`src/rtl/loader_pkg.sv`:
```
// Shared types and constants for the instruction-memory boot loader.
// Frame: 16-bit word count, big-endian payload words, XOR checksum byte.
package loader_pkg;

  typedef enum logic [2:0] {
    S_IDLE,
    S_HDR_HI,
    S_HDR_LO,
    S_DATA,
    S_CHECK,
    S_DONE,
    S_ERR
  } state_e;

  localparam int HDR_BYTES      = 2;
  localparam int BYTES_PER_WORD = 4;
  localparam int CSUM_W         = 8;

  function automatic logic takes_bytes(state_e s);
    return s inside {S_HDR_HI, S_HDR_LO, S_DATA, S_CHECK};
  endfunction

endpackage

```
`src/rtl/word_assembler.sv`:
```
// Big-endian byte-to-word packer; word/word_valid present the full word
// in the same cycle its last byte is accepted.
module word_assembler
  import loader_pkg::*;
(
  input  logic        clk,
  input  logic        rst,
  input  logic        clr,
  input  logic        byte_en,
  input  logic [7:0]  byte_in,
  output logic        word_valid,
  output logic [31:0] word
);

  localparam logic [1:0] LAST = 2'(BYTES_PER_WORD - 1);

  logic [1:0]  byte_idx_q, byte_idx_d;
  logic [23:0] shift_q, shift_d;

  assign word       = {shift_q, byte_in};
  assign word_valid = byte_en && (byte_idx_q == LAST);

  always_comb begin
    byte_idx_d = byte_idx_q;
    shift_d    = shift_q;
    if (clr) begin
      byte_idx_d = '0;
      shift_d    = '0;
    end else if (byte_en) begin
      byte_idx_d = byte_idx_q + 2'd1;
      shift_d    = {shift_q[15:0], byte_in};
    end
  end

  always_ff @(posedge clk or posedge rst) begin
    if (rst) begin
      byte_idx_q <= '0;
      shift_q    <= '0;
    end else begin
      byte_idx_q <= byte_idx_d;
      shift_q    <= shift_d;
    end
  end

endmodule

```
`src/rtl/imem_boot_loader.sv`:
```
// Loads instruction memory from a byte stream, checks the XOR checksum,
// and only then releases the core from reset.
module imem_boot_loader
  import loader_pkg::*;
#(
  parameter logic [31:0] BASE_ADDR = 32'h0000_0000,
  parameter int unsigned MAX_WORDS = 256
) (
  input  logic        clk,
  input  logic        rst,
  input  logic        start,
  input  logic        s_valid,
  input  logic [7:0]  s_data,
  output logic        s_ready,
  output logic        imem_we,
  output logic [31:0] imem_addr,
  output logic [31:0] imem_wdata,
  output logic        cpu_rst_n,
  output logic        done,
  output logic        error
);

  state_e state_q, state_d;
  logic [15:0] count_q, count_d;
  logic [7:0]  hi_q, hi_d;
  logic [15:0] idx_q, idx_d;
  logic [CSUM_W-1:0] csum_q, csum_d;
  logic        we_q, we_d;
  logic [31:0] addr_q, addr_d;
  logic [31:0] wdata_q, wdata_d;
  logic        ready_q, ready_d;
  logic        done_q, done_d;
  logic        err_q, err_d;
  logic        run_q, run_d;

  logic        take;
  logic        asm_clr, asm_en, asm_valid;
  logic [31:0] asm_word;
  logic [15:0] cnt;
  logic [15:0] idx_inc;

  assign take    = s_valid && ready_q;
  assign idx_inc = idx_q + 16'd1;

  word_assembler u_asm (
    .clk        (clk),
    .rst        (rst),
    .clr        (asm_clr),
    .byte_en    (asm_en),
    .byte_in    (s_data),
    .word_valid (asm_valid),
    .word       (asm_word)
  );

  always_comb begin
    state_d = state_q;
    count_d = count_q;
    hi_d    = hi_q;
    idx_d   = idx_q;
    csum_d  = csum_q;
    we_d    = 1'b0;
    addr_d  = addr_q;
    wdata_d = wdata_q;
    asm_clr = 1'b0;
    asm_en  = 1'b0;
    cnt     = {hi_q, s_data};
    unique case (state_q)
      S_IDLE, S_DONE, S_ERR: begin
        if (start) begin
          state_d = S_HDR_HI;
          csum_d  = '0;
          asm_clr = 1'b1;
        end
      end
      S_HDR_HI: begin
        if (take) begin
          hi_d    = s_data;
          state_d = S_HDR_LO;
        end
      end
      S_HDR_LO: begin
        if (take) begin
          count_d = cnt;
          idx_d   = '0;
          asm_clr = 1'b1;
          if (cnt == 16'd0 || 32'(cnt) > 32'(MAX_WORDS))
            state_d = S_ERR;
          else
            state_d = S_DATA;
        end
      end
      S_DATA: begin
        asm_en = take;
        if (take) begin
          csum_d = csum_q ^ s_data;
          if (asm_valid) begin
            we_d    = 1'b1;
            addr_d  = BASE_ADDR + {14'd0, idx_q, 2'b00};
            wdata_d = asm_word;
            idx_d   = idx_inc;
            if (idx_inc == count_q) state_d = S_CHECK;
          end
        end
      end
      S_CHECK: begin
        if (take)
          state_d = (s_data == csum_q) ? S_DONE : S_ERR;
      end
      default: state_d = S_IDLE;
    endcase
    ready_d = takes_bytes(state_d);
    done_d  = (state_d == S_DONE);
    err_d   = (state_d == S_ERR);
    run_d   = done_d;
  end

  always_ff @(posedge clk or posedge rst) begin
    if (rst) begin
      state_q <= S_IDLE;
      count_q <= '0;
      hi_q    <= '0;
      idx_q   <= '0;
      csum_q  <= '0;
      we_q    <= 1'b0;
      addr_q  <= '0;
      wdata_q <= '0;
      ready_q <= 1'b0;
      done_q  <= 1'b0;
      err_q   <= 1'b0;
      run_q   <= 1'b0;
    end else begin
      state_q <= state_d;
      count_q <= count_d;
      hi_q    <= hi_d;
      idx_q   <= idx_d;
      csum_q  <= csum_d;
      we_q    <= we_d;
      addr_q  <= addr_d;
      wdata_q <= wdata_d;
      ready_q <= ready_d;
      done_q  <= done_d;
      err_q   <= err_d;
      run_q   <= run_d;
    end
  end

  assign s_ready    = ready_q;
  assign imem_we    = we_q;
  assign imem_addr  = addr_q;
  assign imem_wdata = wdata_q;
  assign cpu_rst_n  = run_q;
  assign done       = done_q;
  assign error      = err_q;

endmodule
```
`config.mk`:
```
export PLATFORM = sky130hd
export DESIGN_NAME = imem_boot_loader
export DESIGN_NICKNAME = d
export VERILOG_FILES = /design/src/rtl/loader_pkg.sv /design/src/rtl/word_assembler.sv /design/src/rtl/imem_boot_loader.sv
export SDC_FILE = /design/constraint.sdc
export NUM_CORES = 1
export LEC_CHECK = 0
export BUFFER_PORTS_ARGS = -buffer_cell sky130_fd_sc_hd__buf_2
export CAP_MARGIN = 20
export CELL_PAD_IN_SITES_DETAIL_PLACEMENT = 2
export CELL_PAD_IN_SITES_GLOBAL_PLACEMENT = 2
export CORE_AREA = 3 3 136 164
export CTS_CLUSTER_SIZE = 14
export DETAILED_ROUTE_END_ITERATION = 12
export DIE_AREA = 0 0 139 167
export PLACE_DENSITY = 0.73
export RECOVER_POWER = 25
export SLEW_MARGIN = 20
export SYNTH_ARGS = -nofsm -noshare
export SYNTH_HDL_FRONTEND = slang
export SYNTH_HIERARCHICAL = 1
export SYNTH_SLANG_ARGS = --single-unit
```
`constraint.sdc`:
```
create_clock -name clk -period 5 [get_ports clk]
set_input_delay 0.25 -clock clk [delete_from_list [all_inputs] [get_ports clk]]
set_output_delay 0.25 -clock clk [all_outputs]
set_load 0.05 [all_outputs]
```
Word-level counts from Yosys, hierarchy flattened:

Cells that the tools add are included.

* word-level logic and storage cells: 79
* register bits: 129
* input port bits: 12

* add/sub/neg operators: 2
* bitwise operators: 1
* order comparisons: 1
* reductions and logical operators: 15
* multiplexer cells: 28
* equality and inequality tests: 19

Operators with widths (number)
* $mux W16: 3
* $mux W24: 2
* $pmux W16 S2: 1
* $mux W3: 8
* $eq A3 B3 Y1 const B: 6
* $add A16 B1 Y16 const B: 1
* $eq A16 B16 Y1: 1
* $gt A16 B9 Y1 const B: 1
* $logic_not A16 Y1: 1
* $mux W8: 2
* $pmux W8 S2: 1
* $pmux W3 S5: 1
* $eq A3 B2 Y1 const B: 4
* $eq A8 B8 Y1: 1
* $ne A2 B2 Y1 const B: 4
* $xor A8 B8 Y8: 1
* $eq A3 B1 Y1 const B: 2
* $mux W1: 6
* $mux W2: 3
* $reduce_and A3 Y1: 2
* $reduce_bool A2 Y1: 3
* $reduce_and A2 Y1: 2
* $reduce_and A4 Y1: 1
* $reduce_bool A4 Y1: 1
* other kinds (7): 8

Longest topological paths before layout:

* word-level depth: 8
* depth in mapped cells: 14
* mapped depth without buffers: 8

Modules after synthesis:

The synthesis kept the hierarchy.

Modules (own cells, without submodules)
* imem_boot_loader: area each 5023.6 um^2, cells an instance 532, instances 1
* word_assembler: area each 1158.6 um^2, cells an instance 95, instances 1

Least setup slack after synthesis:

OpenSTA, ideal clock, no wires.

* path type: reg2reg
* from: register ready_q, in the netlist s_ready
* to: register state_q[2]
* path buffers: 3
* arrival time: 3.139 ns
* cell stages (with the launch flop): 12
* setup slack: 1.785 ns
* cell sequence: dfrtp_1 > nand2_1 > or2_2 > buf_2 > clkinv_1 > buf_6 > buf_12 > and2_1 > o2111ai_1 > or4_1 > or4_1 > o21ai_1

* cells in the longest elaborated chain, start to end: 6

RTL lines
* start: declaration: line imem_boot_loader.sv:31 `logic ready_q, ready_d;`
* start signal: assignment: line imem_boot_loader.sv:140 `ready_q <= ready_d;`
* $logic_and A1 B1 Y1: line imem_boot_loader.sv:42 `assign take = s_valid && ready_q;`
* $mux W1: line imem_boot_loader.sv:67 `unique case (state_q)`
* via asm_en: line imem_boot_loader.sv:37 `logic asm_clr, asm_en, asm_valid;`
* $logic_and A1 B1 Y1: line word_assembler.sv:21 `assign word_valid = byte_en && (byte_idx_q == LAST);`
* via asm_valid: line imem_boot_loader.sv:37
* $mux W3: line imem_boot_loader.sv:96 `if (asm_valid) begin`
* $mux W3: line imem_boot_loader.sv:94 `if (take) begin`
* $pmux W3 S5: line imem_boot_loader.sv:67
* via state_d[2]: line imem_boot_loader.sv:23 `state_e state_q, state_d;`
* end signal: assignment: line imem_boot_loader.sv:132 `state_q <= state_d;`
* end: declaration: line imem_boot_loader.sv:23

The timed path passes the listed nets, and every way through them passes these cells.
A chain may end at the register's enable or synchronous reset.

Final worst setup path:

* from: register state_q[2]
* to: register state_q[2]

* cells in the longest elaborated chain, start to end: 6

RTL lines (line)
* $eq A3 B2 Y1: imem_boot_loader.sv:67
* $mux W1: imem_boot_loader.sv:67
* via asm_en: imem_boot_loader.sv:37
* $logic_and A1 B1 Y1: word_assembler.sv:21
* via asm_valid: imem_boot_loader.sv:37
* $mux W3: imem_boot_loader.sv:96
* $mux W3: imem_boot_loader.sv:94
* $pmux W3 S5: imem_boot_loader.sv:67
* via state_d[2]: imem_boot_loader.sv:23

The timed path passes the listed nets, and every way through them passes these cells.

==> reports/metrics.cfg <==
[global_routing]
antenna_found_initial = 0
grt_pass1_wl_mm = 29.44
grt_max_degree = 67
busiest_layer = met2
grt_pass1_vias = 5327
use_met1_pct = 18.83
grt_use_total_pct = 15.86
overflow = 0
use_met2_pct = 28.64
grt_use_met3_pct = 3.590

[power]
p_leak_nw = 3.432
vdd.ir_drop.worst_uv = 282.7
power_density_nw_per_um2 = 624.9

[timing]
holdWs_ns = -0.04918
max_freq_ghz = 0.2992
finalSetupTns_ns = 0
maxSlewViolCount = 64
final_hold_viol_count = 26
setup_viol = 0
slew_headroom_pct = -86.30
fin_crit_ns = 3.342
finalCritPeriodShare_pct = 66.85
max_slew.worst_pin.slew_ns = 2.779
rsz0062_at_grt = no
skew_ns = 0.008015

[logic_synthesis]
synth_area_um2 = 6182
synthCells = 627
ys_warn_count = 6
synth-edff-count = 0
ys_async_sr_fraction_pct = 100.0
synth_cell_type_count = 57
ys_ff_latch = 129
syn_area_per_cell_um2 = 9.860
synth-main-ff-cell = dfrtp_1
yosysSeqAreaShare_pct = 52.22

[cts]
cts_sinks = 129
cts_root_buf = clkbuf_16
post_cts_resized = 0
hold_buffers = 0
clk_latency_ns = 0.42
ctsHtreeMaxLevel = 4
cts_inserted_buffers = 17
cts.path.max_buffers = 2
cts_tree = yes
post-cts-setup-buffers = 0
cts.reportedPaths.clkPinSlew_ns = 0.06

[setup_path]
cp-end-kind = flop
crit_fanout = 36
r2r_cells = 9
regToRegStartpoint = state_q[2]
cp.arrival_ns = 3.69
cp_slowest_cell = or4_1
crit_type = reg -> reg
rrSetupSlack_ns = 1.66
worst_r2r_endpoint = state_q[2]
crit_chain = nand3b_1, or2_2, clkinv_1, buf_4, and2_1, o2111ai_1, or4_1, or4_1, o21ai_1
worstPathRequired_ns = 5.34
cpPeakStageDelay_ns = 0.55
cp-start-kind = flop
cpMostUsedCell = or4_1

[final_layout]
fillers = 2326
syn_to_final_growth_pct = 15.58
finish.utilization_pct = 34.19
nets = 684
layout-drive-gt1-share_pct = 19.33
diodes = 0

[die]
core_um2 = 20900
initial_core_util_pct = 29.58
die_y_um = 167
dieArea_um2 = 23210
rows = 58
pin_count = 81
die_w_um = 139

[drt]
wire_per_inst_um = 18.59
drc_errors = 0
first_pass_iters = 4
ant_nets = 0
dr.first_iter.drc_count = 233
routed_wl_mm = 17.72
via_count = 4613
viasPerCell = 4.841

[placed_design]
place.gp.congestion = 0.8015
dpl.hpwl_mm = 11.86
io_buffers = 64

[worst_hold_path]
hold_class = in -> async

[run_status]
status = finished with violations
violations = negative hold slack, max-capacitance violations, max-slew violations

[run]
cap_viol_max_count = 1

==> worst max path at each step <==
| stage | startpoint | end | slack, ns | depth (start not counted) |
|---|---|---|---|---|
| 3_5_place_dp | state_q[2] | state_q[2] | 1.68 | 9 |
| 2_1_floorplan | s_ready | state_q[2] | 1.78 | 11 |
| 6_report | state_q[2] | state_q[2] | 1.66 | 9 |
| 3_3_place_gp | state_q[2] | state_q[2] | 1.79 | 9 |
| 5_1_grt | state_q[1] | state_q[2] | 1.39 | 9 |
| 4_1_cts | state_q[2] | state_q[2] | 1.66 | 9 |
==> routing by layer <==
metal	vias to the layer above	part of all wire [%]
li1	2151	-
met1	2359	42
met2	82	53
met3	21	3.3
met4	0	1.5
met5	-	0
==> power breakdown <==
group	switching [mW]	leakage, nW	internal [mW]
combinational	1.09	1.44	0.476
clock	0.490	0.283	0.784
sequential	0.263	1.71	1.36
total	1.85	3.43	2.62
==> registers in the layout, summed over array words and instances (netlist names), 2 cells and up <==
name,cells
hi_q,8
state_q,3
u_asm/byte_idx_q,2
imem_wdata,32
imem_addr,16
idx_q,16
u_asm/shift_q,24
count_q,16
csum_q,8
==> cell usage after synthesis, types with 9 or more instances <==
cell | instances | area [µm²]
nand2_1 | 162 | 608.1
dfrtp_1 | 129 | 3228
nor2_1 | 42 | 157.7
o21ai_0 | 39 | 195.2
buf_4 | 25 | 187.7
mux2i_1 | 25 | 250.2
mux2_2 | 24 | 270.3
xor2_1 | 18 | 157.7
clkbuf_1 | 14 | 52.55
nor2b_1 | 11 | 68.82
buf_2 | 10 | 50.05
xnor2_1 | 10 | 87.58
a22o_1 | 9 | 78.83
nand3_1 | 9 | 45.04
nor4_1 | 9 | 56.30
==> critical path, delay by kind of cell, from the launching register on <==
family	cells	cell delay (ns)
AND/OR/NAND/NOR	5	2.04
buffers and inverters	2	0.53
flip-flops	1	0.46
AO/OA/AOI/OAI	2	0.24
==> kinds of logic after synthesis <==
| logic type | Yosys count | synth area share [%] |
|---|---|---|
| AOI/OAI and AO/OA | 80 | 8.318 |
| xor gates and xnor gates | 30 | 4.594 |
| adders and majority gates | 2 | 0.4047 |
| buffers and inverters | 68 | 6.760 |
| DFF | 129 | 52.22 |
| muxes | 49 | 8.419 |
| other | 1 | 0.06066 |
| and+or+nand+nor | 268 | 19.23 |
==> metrics by stage <==
stage	setup WS, ns	total power [mW]	hold slack [ns]	area [µm²]	cells
floorplan	1.785	2.803	0.2900	6238	642
global placement	1.788	3.122	0.4554	6548	921
detailed placement	1.684	3.203	0.4634	6548	921
CTS	1.660	4.519	0.03714	7143	953
global route	1.391	4.724	0.01052	7146	953
finish	1.658	4.465	-0.04918	7146	953
==> cell type report <==
| type | count | area (µm²) | share of cell area, % |
|---|---|---|---|
| clock buffers | 19 | 432.9 | 6.058 |
| clock inverters | 13 | 162.7 | 2.276 |
| repair buffers | 68 | 349.1 | 4.885 |
| flip-flops and latches | 129 | 3228 | 45.18 |
| inverters | 9 | 35.03 | 0.4903 |
| multi-input cells | 445 | 2600 | 36.39 |
| well taps | 270 | 337.8 | 4.728 |
==> cells in the final DEF (no fill, tap or decap), types with 3 or more instances in the layout <==
cell / instances
a211o_1: 3
a21oi_1: 6
a22o_1: 9
buf_2: 63
buf_4: 4
bufinv_16: 3
clkbuf_1: 3
clkbuf_16: 17
clkinv_1: 3
clkinv_2: 3
clkinv_4: 3
clkinvlp_4: 3
conb_1: 16
dfrtp_1: 129
inv_1: 5
mux2_2: 24
mux2i_1: 25
nand2_1: 161
nand2b_1: 5
nand3_1: 9
nand4_1: 4
nor2_1: 42
nor2b_1: 11
nor4_1: 9
o2111ai_1: 3
o21a_1: 3
o21ai_0: 39
or3_1: 3
or4_1: 6
xnor2_1: 10
xor2_1: 18
Power figures use the tool's default switching activity.
